## src/rtl/lut_neuron_pipe.sv

```systemverilog
`default_nettype none
// ============================================================================
//  Module   : lut_neuron_pipe
//  Purpose  : Runtime-programmable truth-table neuron with a streamed table
//             load and a 1- or 2-stage valid/ready inference pipeline.
//  Revision : 1.0 - initial release
// ============================================================================
module lut_neuron_pipe #(
    parameter int IN_W    = 6,
    parameter int OUT_W   = 2,
    parameter int OUT_REG = 1
) (
    input  logic             clk,
    input  logic             rst,
    input  logic             load_start,
    input  logic             cfg_valid,
    input  logic [OUT_W-1:0] cfg_data,
    output logic             cfg_ready,
    input  logic             in_valid,
    input  logic [IN_W-1:0]  in_data,
    output logic             in_ready,
    output logic             out_valid,
    output logic [OUT_W-1:0] out_data,
    input  logic             out_ready,
    output logic             table_ready,
    output logic             load_err
);

    localparam int              c_depth     = 1 << IN_W;
    localparam logic [IN_W-1:0] c_last_addr = {IN_W{1'b1}};
    localparam logic [IN_W-1:0] c_addr_one  = {{(IN_W-1){1'b0}}, 1'b1};

    localparam logic [1:0] c_st_empty = 2'd0;
    localparam logic [1:0] c_st_load  = 2'd1;
    localparam logic [1:0] c_st_drain = 2'd2;
    localparam logic [1:0] c_st_run   = 2'd3;

    logic [1:0]      r_state;
    logic [IN_W-1:0] r_addr;
    logic            r_load_err;

    (* ram_style = "distributed" *)
    logic [OUT_W-1:0] r_table [c_depth];

    logic             r_a_valid;
    logic [IN_W-1:0]  r_a_data;

    logic             w_run;
    logic             w_cfg_fire;
    logic             w_in_fire;
    logic             w_a_adv;
    logic             w_pipe_empty;
    logic [OUT_W-1:0] w_lut_q;

    // A word offered alongside load_start is refused so the restart is clean.
    assign w_run       = (r_state == c_st_run);
    assign cfg_ready   = (r_state == c_st_load) && !load_start;
    assign w_cfg_fire  = cfg_valid && cfg_ready;
    assign w_in_fire   = in_valid && in_ready;
    assign table_ready = w_run;
    assign load_err    = r_load_err;
    assign w_lut_q     = r_table[r_a_data];

    always_ff @(posedge clk) begin
        if (w_cfg_fire) begin
            r_table[r_addr] <= cfg_data;
        end
    end

    always_ff @(posedge clk or posedge rst) begin
        if (rst) begin
            r_state    <= c_st_empty;
            r_addr     <= '0;
            r_load_err <= 1'b0;
        end else begin
            r_load_err <= 1'b0;
            case (r_state)
                c_st_empty: begin
                    if (load_start) begin
                        r_state <= c_st_load;
                        r_addr  <= '0;
                    end
                end
                c_st_load: begin
                    if (load_start) begin
                        r_addr     <= '0;
                        r_load_err <= 1'b1;
                    end else if (w_cfg_fire) begin
                        r_addr <= r_addr + c_addr_one;
                        if (r_addr == c_last_addr) begin
                            r_state <= c_st_run;
                        end
                    end
                end
                c_st_run: begin
                    if (load_start) begin
                        r_state <= c_st_drain;
                    end
                end
                c_st_drain: begin
                    // Table writes wait until no sample can still read it.
                    if (w_pipe_empty) begin
                        r_state <= c_st_load;
                        r_addr  <= '0;
                    end
                end
                default: begin
                    r_state <= c_st_empty;
                end
            endcase
        end
    end

    always_ff @(posedge clk or posedge rst) begin
        if (rst) begin
            r_a_valid <= 1'b0;
            r_a_data  <= '0;
        end else if (w_in_fire) begin
            r_a_valid <= 1'b1;
            r_a_data  <= in_data;
        end else if (w_a_adv) begin
            r_a_valid <= 1'b0;
        end
    end

    generate
        if (OUT_REG != 0) begin : g_out_reg
            logic             r_b_valid;
            logic [OUT_W-1:0] r_b_data;
            logic             w_b_free;

            // Stage B can take a new entry when empty or emptying this cycle.
            assign w_b_free     = !r_b_valid || out_ready;
            assign w_a_adv      = r_a_valid && w_b_free;
            assign in_ready     = w_run && !load_start && (!r_a_valid || w_b_free);
            assign w_pipe_empty = !r_a_valid && !r_b_valid;
            assign out_valid    = r_b_valid;
            assign out_data     = r_b_data;

            always_ff @(posedge clk or posedge rst) begin
                if (rst) begin
                    r_b_valid <= 1'b0;
                    r_b_data  <= '0;
                end else if (w_b_free) begin
                    r_b_valid <= r_a_valid;
                    if (r_a_valid) begin
                        r_b_data <= w_lut_q;
                    end
                end
            end
        end else begin : g_out_comb
            assign w_a_adv      = r_a_valid && out_ready;
            assign in_ready     = w_run && !load_start && (!r_a_valid || out_ready);
            assign w_pipe_empty = !r_a_valid;
            assign out_valid    = r_a_valid;
            // Gated so the unreset table never shows on the output when idle.
            assign out_data     = r_a_valid ? w_lut_q : '0;
        end
    endgenerate

endmodule
`default_nettype wire

```

## config.mk

```make
export PLATFORM = sky130hd
export DESIGN_NAME = lut_neuron_pipe
export DESIGN_NICKNAME = d
export VERILOG_FILES = /design/src/rtl/lut_neuron_pipe.sv
export SDC_FILE = /design/constraint.sdc
export NUM_CORES = 1
export LEC_CHECK = 0
export CAP_MARGIN = 20
export CORE_MARGIN = 2
export CORE_UTILIZATION = 45
export CTS_CLUSTER_DIAMETER = 60
export DETAILED_ROUTE_END_ITERATION = 8
export PLACE_DENSITY = 0.6
export SLEW_MARGIN = 20
export SYNTH_ARGS = -nofsm -noshare
export SYNTH_HDL_FRONTEND = slang
export SYNTH_SLANG_ARGS = --single-unit
```

## constraint.sdc

```tcl
create_clock -name clk -period 2.45 [get_ports clk]
set_input_delay 0.3675 -clock clk [delete_from_list [all_inputs] [get_ports clk]]
set_output_delay 0.3675 -clock clk [all_outputs]
set_load 0.02 [all_outputs]
```

## Yosys cells after proc, flatten, opt, wreduce, memory -nomap -nowiden

Memory sizes are Yosys's and may differ from the RTL's. A register that Yosys moved wholly into a read port is not among the register bits.
Index checks and enable logic that the tools add are counted.

| cells by class | value |
|---|---|
| add/sub/neg operators | 1 |
| eq/ne operators | 11 |
| multiplexer cells | 18 |
| reduce and logical (&&, ||, !) cells | 18 |

Operators by type and width:

| cell | count |
|---|---|
| 6-bit two-way mux | 4 |
| 6-bit one-hot mux with 3 select lines | 1 |
| 2-bit two-way mux | 6 |
| 2-bit inequality test, second input constant | 5 |
| 2-bit one-hot mux with 4 select lines | 1 |
| 1-bit logical AND | 7 |
| 6-bit by 1-bit adder with 6-bit output, second input constant | 1 |
| 6-bit equality test, second input constant | 1 |
| 1-bit two-way mux | 6 |
| 6-bit AND reduction | 1 |
| 2-bit equality test, second input constant | 2 |
| 4-bit AND reduction | 1 |
| 1-bit logical NOT | 3 |
| 3-bit inequality test, second input constant | 1 |
| 3-bit nonzero test | 1 |
| 2-bit by 1-bit equality test with 1-bit output, second input constant | 1 |
| 2-bit logical NOT | 1 |
| 1-bit logical OR | 2 |
| 2-bit by 1-bit inequality test with 1-bit output, second input constant | 1 |
| 2-bit AND reduction | 1 |
| 2-bit nonzero test | 1 |

| word-level totals | value |
|---|---|
| bits in registers | 17 |
| bits in writable memories | 128 |
| input bits | 14 |
| word-level logic and storage cells | 55 |
| memories kept | 1 |

Memory list:

| memory | words | bits a word | read ports | clocked after Yosys merged registers in | wr ports | RTL line | RTL |
|---|---|---|---|---|---|---|---|
| r_table | 64 | 2 | 1 | 1 | 1 | 43 | `logic [OUT_W-1:0] r_table [c_depth];` |

## Depth between registers and ports, before layout

Gate-level depths: netlist of run 1.

| logic depth | value |
|---|---|
| depth in word-level cells | 6 |
| mapped depth | 8 |
| depth with buffers taken out | 5 |

## Least setup slack after synthesis of run 1

No wires, ideal clock.

| timing path | value |
|---|---|
| path type | reg-to-reg |
| start point | register r_a_data[0] |
| end point | register g_out_reg.r_b_data[0], in the netlist out_data[0] (read register of r_table) |
| library setup time | 126 ps |
| data arrival time | 2015 ps |
| setup slack | 309 ps |
| stages on the path, launching flop included | 8 |
| path buffers | 2 |
| path through | dfrtp_1 -> buf_6 -> buf_4 -> mux4_2 -> mux4_2 -> mux2_2 -> o22ai_1 -> a21oi_1 |

RTL lines:

| item | RTL line | RTL |
|---|---|---|
| from (decl) | 46 | `logic [IN_W-1:0] r_a_data;` |
| from (signal assigned) | 120 | `r_a_data <= in_data;` |
| to (decl) | 129 | `logic [OUT_W-1:0] r_b_data;` |

==> results.txt, run 1 <==
The maximum operating frequency came out at 440 MHz. The ratio of cells with drive above 1 in the final layout is 0.198. The number of placement rows came out at 42.

The post-cts hold buffer count came out at 0. sky130_fd_sc_hd__edfxtp_1 takes more of the synthesized area than any other cell. In this run the worst hold path is classified as input port to async pin.

The synthesis warning total came out at 0. The startpoint class of the critical path is a flip-flop. The count of boundary I/O pins is 21. The overall die width came out at 121 microns.

The die is between 100 and 150 microns tall. The net count of the mapped netlist came out at 401. The largest fanout on the critical path is 17. The pre-CTS setup slack is 0.0792 ns. The layout filler cell count came out at 1078.

The cell family contributing the most delay on the critical path is multiplexers. The leakage power of the design came out at 0.00236 uW. Together, buffers and inverters on the worst path number 1.

The startpoint identified for the worst register-to-register timing path is r_a_data[0]$_DFFE_PP0P_. The final critical path time including I/O delays and setup came out at 2.27 ns. The longest clock path from root to sink contains 2 buffers. The number of maximum-capacitance constraint violations is 0. The global route total overflow is 0. IR analysis of the VDD net gives a maximum drop of between 600 and 700 uV. The relative slew slack is 0.561. The count of instances resized after the clock tree is built is 0. The total vias in the final route came out at 3355. The number of global-route vias before repair is ~3600. The final critical-path share of the clock period is 0.928. The root buffer cell is sky130_fd_sc_hd__clkbuf_16.

In this run the worst setup path begins at r_a_data[0]$_DFFE_PP0P_. The number of antenna-violating nets in the routed design is 0. The final count of hold timing violations came out at 0. Summing internal, switching and leakage power gives 5900 uW. The setup slack after layout came out at about 0.18 ns. The final setup violation count is 0. Yosys attributes the largest share of cell area to sky130_fd_sc_hd__edfxtp_1, sky130_fd_sc_hd__mux4_2, sky130_fd_sc_hd__dfrtp_1, sky130_fd_sc_hd__nor2_1, sky130_fd_sc_hd__mux4_1. From synthesis to final layout, the design area changed by 16.6%.

In this run, synthesis produced a sequential element count of 147. After clock tree synthesis, the clock-pin slew on the worst setup and hold paths is 0.06 ns. The number of I/O port buffers is 20. For this design, the slowest cell found on the critical path is sky130_fd_sc_hd__mux4_1. The worst setup path is of the flip-flop to flip-flop kind. The initial utilization of the core area, before any placement, comes to 0.463.

The count of antenna diodes in the layout came out at 0. In the routed design, unresolved DRC markers number 0. The core outline area came out at between 10000 and 15000 sq um.

Walking the worst path, the cells encountered are buf_12 -> mux4_1 -> mux4_2 -> mux2_2 -> o22ai_1 -> a21oi_1. The worst stage delay on the critical path is between 0.5 and 0.6 ns. In this run, CTS created clock tree buffers numbering 17.

The H-tree depth is 4. Counting every sink on the clock net gives 147. STA classifies the critical path endpoint as a flip-flop. At the end of the flow the core is filled with cells to 0.540.

The DRC marker count from the first detailed-route iteration came out at 345. Across every metal layer, demand over resource in global routing totals 0.188. The total die area is 14600 sq um. Setup repair after global routing left no endpoint under its margin. The count of final max-slew check failures is 0. The first global-routing pass estimated 19800 microns of wire. The mapped netlist covers 6160 sq um. The sequential-to-total area share from yosys stat is 0.701.

The first-pass detailed-route iteration total is 6. In the final routed layout, each cell accounts on average for 20.5 microns. At the end of routability-driven placement, the weighted congestion stood at 0.750. The clock latency at the later pin of the worst-skew pair came out at 0.42 ns. For the pin with the worst max-slew slack, the measured transition is approximately 0.66 ns.

The required time of the worst setup path came out at roughly 2.7 ns. The count of different cell masters after synthesis came out at 37. The flow ran to the end, and the final reports show no timing, DRC or antenna violations.

Each instance of the synthesized netlist takes up on average 16.0 sq um. The initial antenna violation count is 0. TritonCTS built the clock tree. Synthesis produced between 300 and 400 cells. Of the post-synthesis cell area, the dominant cell type holds 0.624. The routed via count divided by cell count is 5.50. Data arrives at the worst endpoint at 2.56 ns.

The number of nets at the end of the flow came out at 436. The total power divided by cell area came out at 822 nW/um^2. The post-CTS setup buffer count came out at 0.

The total negative slack for setup checks came out at 0 ns. Entering global routing, the biggest net connects 65 pins. The final routed wirelength across all metal layers came out at 12500 microns. The half-perimeter wire length of the detailed placement result came out at 7920 microns. The worst setup skew after layout came out at 0.00832 ns.
[layout by cell type, fill, tap and decap left out, drive strengths merged, types with 4 or more instances in the layout]
| cell type | instances |
|---|---|
| clkinv | 4 |
| nand2 | 18 |
| nor2b | 9 |
| dfrtp | 19 |
| o22ai | 4 |
| buf | 17 |
| clkdlybuf4s50 | 18 |
| mux4 | 30 |
| nand2b | 6 |
| clkbuf | 23 |
| nand3b | 4 |
| mux2 | 14 |
| nor3 | 5 |
| nor2 | 77 |
| o21ai | 7 |
| edfxtp | 128 |
| a22o | 4 |
| inv | 5 |
| xor2 | 4 |
| a211oi | 4 |
| and2 | 4 |
[routing by layer]
metal,vias up,track usage,part of all wire
met3,15,0.0470,0.053
met5,-,0,0
met1,1692,0.262,0.45
li1,1547,-,-
met2,101,0.286,0.48
met4,0,0.0749,0.017
[Yosys cell counts]
cell type / count
sky130_fd_sc_hd__a2111oi_0: 2
sky130_fd_sc_hd__a211oi_1: 4
sky130_fd_sc_hd__a21oi_1: 3
sky130_fd_sc_hd__a22o_1: 4
sky130_fd_sc_hd__and2_1: 4
sky130_fd_sc_hd__and3_1: 2
sky130_fd_sc_hd__buf_1: 5
sky130_fd_sc_hd__buf_2: 4
sky130_fd_sc_hd__buf_4: 1
sky130_fd_sc_hd__buf_6: 1
sky130_fd_sc_hd__buf_8: 1
sky130_fd_sc_hd__clkbuf_1: 7
sky130_fd_sc_hd__dfrtp_1: 19
sky130_fd_sc_hd__edfxtp_1: 128
sky130_fd_sc_hd__ha_1: 1
sky130_fd_sc_hd__inv_1: 5
sky130_fd_sc_hd__mux2_2: 14
sky130_fd_sc_hd__mux2i_1: 1
sky130_fd_sc_hd__mux4_1: 6
sky130_fd_sc_hd__mux4_2: 24
sky130_fd_sc_hd__nand2_1: 18
sky130_fd_sc_hd__nand2b_1: 6
sky130_fd_sc_hd__nand3_1: 3
sky130_fd_sc_hd__nand3b_1: 4
sky130_fd_sc_hd__nand4_1: 3
sky130_fd_sc_hd__nor2_1: 77
sky130_fd_sc_hd__nor2b_1: 9
sky130_fd_sc_hd__nor3_1: 5
sky130_fd_sc_hd__nor3b_1: 1
sky130_fd_sc_hd__nor4_1: 2
sky130_fd_sc_hd__o21ai_0: 7
sky130_fd_sc_hd__o22ai_1: 4
sky130_fd_sc_hd__o31ai_1: 3
sky130_fd_sc_hd__or3_1: 2
sky130_fd_sc_hd__or3b_2: 1
sky130_fd_sc_hd__or4b_2: 1
sky130_fd_sc_hd__xor2_1: 4
[stage by stage]
step	hold WS, ns	std cells	instance area, sq um
finish	0.200	610	7180
floorplan	0.319	386	6160
global placement	0.523	578	6610
CTS	0.203	610	7180
detailed placement	0.535	578	6610
global route	0.233	610	7180
[where the power goes]
part / leakage [uW] / total, uW / internal (uW) / switching, uW
Sequential: 0.00140 / 2810 / 2760 / 54.0
Combinational: 0.000686 / 615 / 314 / 301
Clock: 0.000273 / 2480 / 1550 / 931
Total: 0.00236 / 5900 / 4620 / 1290
[flip-flops by register name, indices dropped and copies added, names as in the netlist]
| register | flops |
|---|---|
| out_data | 2 |
| r_state | 2 |
| r_a_valid | 1 |
| r_a_data | 6 |
| load_err | 1 |
| r_table | 128 |
| r_addr | 6 |
| out_valid | 1 |
[worst paths after layout]
check	to	slack (ns)	cells past startpoint
min	r_a_data[4]$_DFFE_PP0P_	0.20	2
max in group asynchronous	r_addr[3]$_DFFE_PP0P_	1.73	3
max	out_data[1]$_DFFE_PP0P_	0.18	6
max reg2reg	out_data[1]$_DFFE_PP0P_	0.18	6
min reg2reg	out_valid$_DFFE_PP0P_	0.55	1
min in group clk	r_table[63][0]$_DFFE_PP_	0.54	1
[final cells by class]
type / count / area, sq um / area share
sequential: 147 / 4320 / 0.601
multi-input combinational: 215 / 1720 / 0.240
clock buffer: 23 / 468 / 0.0651
timing repair buffer: 35 / 328 / 0.0456
tap: 176 / 220 / 0.0307
clock inverter: 9 / 106 / 0.0148
inverter: 5 / 18.8 / 0.00261
[kinds of logic after synthesis]
kind of cell               synth area share
xor gates and xnor gates            0.00569
AOI/OAI and AO/OA                    0.0293
adders and majority gates           0.00203
and+or+nand+nor                       0.102
buffers and inverters                0.0191
muxes                                 0.141
DFF                                   0.701
Note: power is estimated with default switching activity, not from simulation.
==> inputs of run 2 (changes only) <==
Settings changed: CORE_MARGIN 2 to 8.
==> run 2 against run 1 <==
Core utilization grew 0.43 points. Clock power grew 4%. Combinational power is essentially flat. Register-to-register slack is essentially flat. Sequential share of layout area shrank 0.48 points. Design area grew 0.80%. Critical path depth is the same. Cell count grew 0.49%. Global-route usage shrank 3.7 points. Count of clock-buffer cells in the layout shrank 5. Sequential cell count is the same. Critical path type unchanged. Critical endpoint unchanged. Largest cell class unchanged.
==> results.txt, run 2 (synthesized netlist as in run 1, its figures left out) <==
The run finished with clean final reports. The count of instances resized after the clock tree is built is 0. The post-route DRC violation count is 0. The setup slack after layout is 0.169 ns.

The top cell types in the final layout, fill and taps aside, are sky130_fd_sc_hd__edfxtp_1, sky130_fd_sc_hd__nor2_1, sky130_fd_sc_hd__mux4_2. r_table holds more flip-flops than any other register. The number of placement rows is 42. The number of antenna-violating nets in the routed design came out at 0. The classification of the worst setup path is flip-flop to flip-flop. The clock network power share came out at 0.430.

The core outline area came out at 13300 sq um. The combinational power share came out at 0.102. The post-CTS setup buffer count is 0. The number of cells on the worst reg-to-reg path came out at 6. The share of total power consumed by net switching is 0.210.

In this run the worst hold path is classified as input port to async pin. The largest registers in the layout are r_table x128, r_a_data x6, r_addr x6. The worst setup skew after layout came out at 0.00508 ns. The maximum resistive drop on vdd is 594 uV.

The tool flagged a number of max-cap violations equal to 0. The routed via count divided by cell count is 5.49. The area growth from synthesis to layout is 17.6%.

The final count of hold timing violations is 0. After the last flow step, the layout net total stands at 439. The number of clock sinks is 147.

Setup repair after global routing left no endpoint under its margin. The number of cells in the design after placement is between 500 and 600. The count of antenna diodes in the layout came out at 0. The overall global routing resource usage is 0.151.

The initial antenna violation count came out at 0. The height of the die is 133 microns. The DRC marker count from the first detailed-route iteration came out at 438. The clock reaches the later pin of the worst-skew pair after around 0.41 ns. The count of final max-slew check failures was 0. The total die area came out at 17700 sq um. The overall die width is around 130 microns. Summed over all nets, the switching power comes to 1270 uW.

The global route total overflow came out at 0. Static timing analysis puts the maximum clock frequency at 438 MHz. The register share of total power came out at 0.468.

The final critical path time including I/O delays and setup is 2.28 ns. The minimum hold slack came out at 0.211 ns. The placer's final routability congestion estimate came out at between 0.8 and 0.9. The arrival time of data at the critical path endpoint is 2.57 ns. The worst register-to-register path ends at out_data[1]$_DFFE_PP0P_. The number of buffers between clock root and the deepest sink came out at 2. The worst setup path is captured at a flip-flop.

The H-tree depth is 4. The number of standard cells in the final layout excluding fillers came out at between 600 and 700. At the pin with the least slew margin, the transition time is 0.644 ns. Clock tree synthesis selected as its root buffer the cell sky130_fd_sc_hd__clkbuf_16. The clock edge transition at the registers on the reported setup and hold paths is ~0.06 ns. The first-pass detailed-route iteration total came out at 5. The final setup violation count came out at 0.

The setup slack on the worst flop-to-flop path is 0.17 ns. The global-route wire length before repair is 20100 microns. The library cell used most frequently in the layout, excluding fill and tap cells, is sky130_fd_sc_hd__edfxtp_1.

In the finished design, the share of the clock period the worst path needs comes to 0.931. The register with the most flip-flops in the layout has 128 of them. TritonCTS built the clock tree. For the final routed database, the setup TNS stands at 0 ns. The routed length per instance is 20.1 microns. STA classifies the critical path startpoint as a flip-flop.

The routed layout has 3364 vias. The count of boundary I/O pins came out at 21. The largest fanout on the critical path is 17. The layout filler cell count is 1077.

The wire-length estimate of the detail-placed layout is slightly above 8000 microns. In this run, CTS created clock tree buffers numbering 17. Entering global routing, the biggest net connects 65 pins.

The initial utilization of the core area, before any placement, comes to 0.463. In this run the critical register-to-register path is launched from r_a_data[0]$_DFFE_PP0P_. Of the cells placed in the final design, the portion with a size suffix greater than 1 is 0.201. The relative slew slack came out at 0.570. The final routed wirelength across all metal layers is approximately 12000 microns. The required time of the worst setup path came out at 2.74 ns.

The leakage power of the design is 0.00240 uW. Timing analysis after detailed placement gives a worst setup slack of 0.104 ns. The number of I/O port buffers is 20. The internal portion of total power came out at 4750 uW. The number of global-route vias before repair is 3637. The total power divided by cell area came out at 832 nW/um^2. In this run, post-CTS hold repair placed 0 buffers.
-- run 2: cell types whose count changed in the layout (fill, tap and decap cells not counted), sizes merged --
cell,change
clkbuf,-5
bufinv,+2
clkinv,+5
clkinvlp,-2
buf,+3
-- run 2: worst max-delay path: stages, from the launching register on --
cell,delay (ns)
sky130_fd_sc_hd__dfrtp_2,0.37
sky130_fd_sc_hd__buf_12,0.18
sky130_fd_sc_hd__mux4_1,0.60
sky130_fd_sc_hd__mux4_2,0.51
sky130_fd_sc_hd__mux2_2,0.30
sky130_fd_sc_hd__o22ai_1,0.13
sky130_fd_sc_hd__a21oi_1,0.05
-- run 2: how the worst max path moves through the flow --
stage / from / endpoint
3_5_place_dp: cfg_valid / r_table[32][0]$_DFFE_PP_
4_1_cts: r_a_data[0]$_DFFE_PP0P_ / out_data[1]$_DFFE_PP0P_
3_3_place_gp: cfg_valid / r_table[24][0]$_DFFE_PP_
6_report: r_a_data[0]$_DFFE_PP0P_ / out_data[1]$_DFFE_PP0P_
5_1_grt: r_a_data[0]$_DFFE_PP0P_ / out_data[1]$_DFFE_PP0P_
2_1_floorplan: r_a_data[0]$_DFFE_PP0P_ / out_data[0]$_DFFE_PP0P_
-- run 2: per-stage QoR --
step	utilization	power, uW	area (sq um)
floorplan	-	3270	6160
global placement	0.500	3480	6640
detailed placement	0.500	3490	6640
CTS	0.545	6080	7240
global route	0.545	6240	7240
finish	0.545	6020	7240
-- run 2: layout make-up --
class                      instances  area, sq um  share of cell area
clock buffer                      18          429              0.0593
clock inverter                    14          168              0.0232
inverter                           5         18.8             0.00259
multi-input combinational        215         1720               0.238
sequential                       147         4320               0.597
tap                              176          220              0.0304
timing repair buffer              38          363              0.0501
-- run 2: layer usage --
layer,vias to the layer above,global-route usage,share of wire
met5,-,0,0
met4,0,0.0498,0.0098
met3,10,0.0450,0.056
met2,86,0.237,0.49
met1,1707,0.197,0.45
li1,1561,-,-
-- run 2: power by group through the flow --
stage	Sequential [uW]	Clock [uW]	Combinational, uW
3_3_place_gp	2870	0	615
2_1_floorplan	2840	0	430
3_5_place_dp	2870	0	624
6_report	2820	2590	615
4_1_cts	2820	2630	627
5_1_grt	2820	2760	665
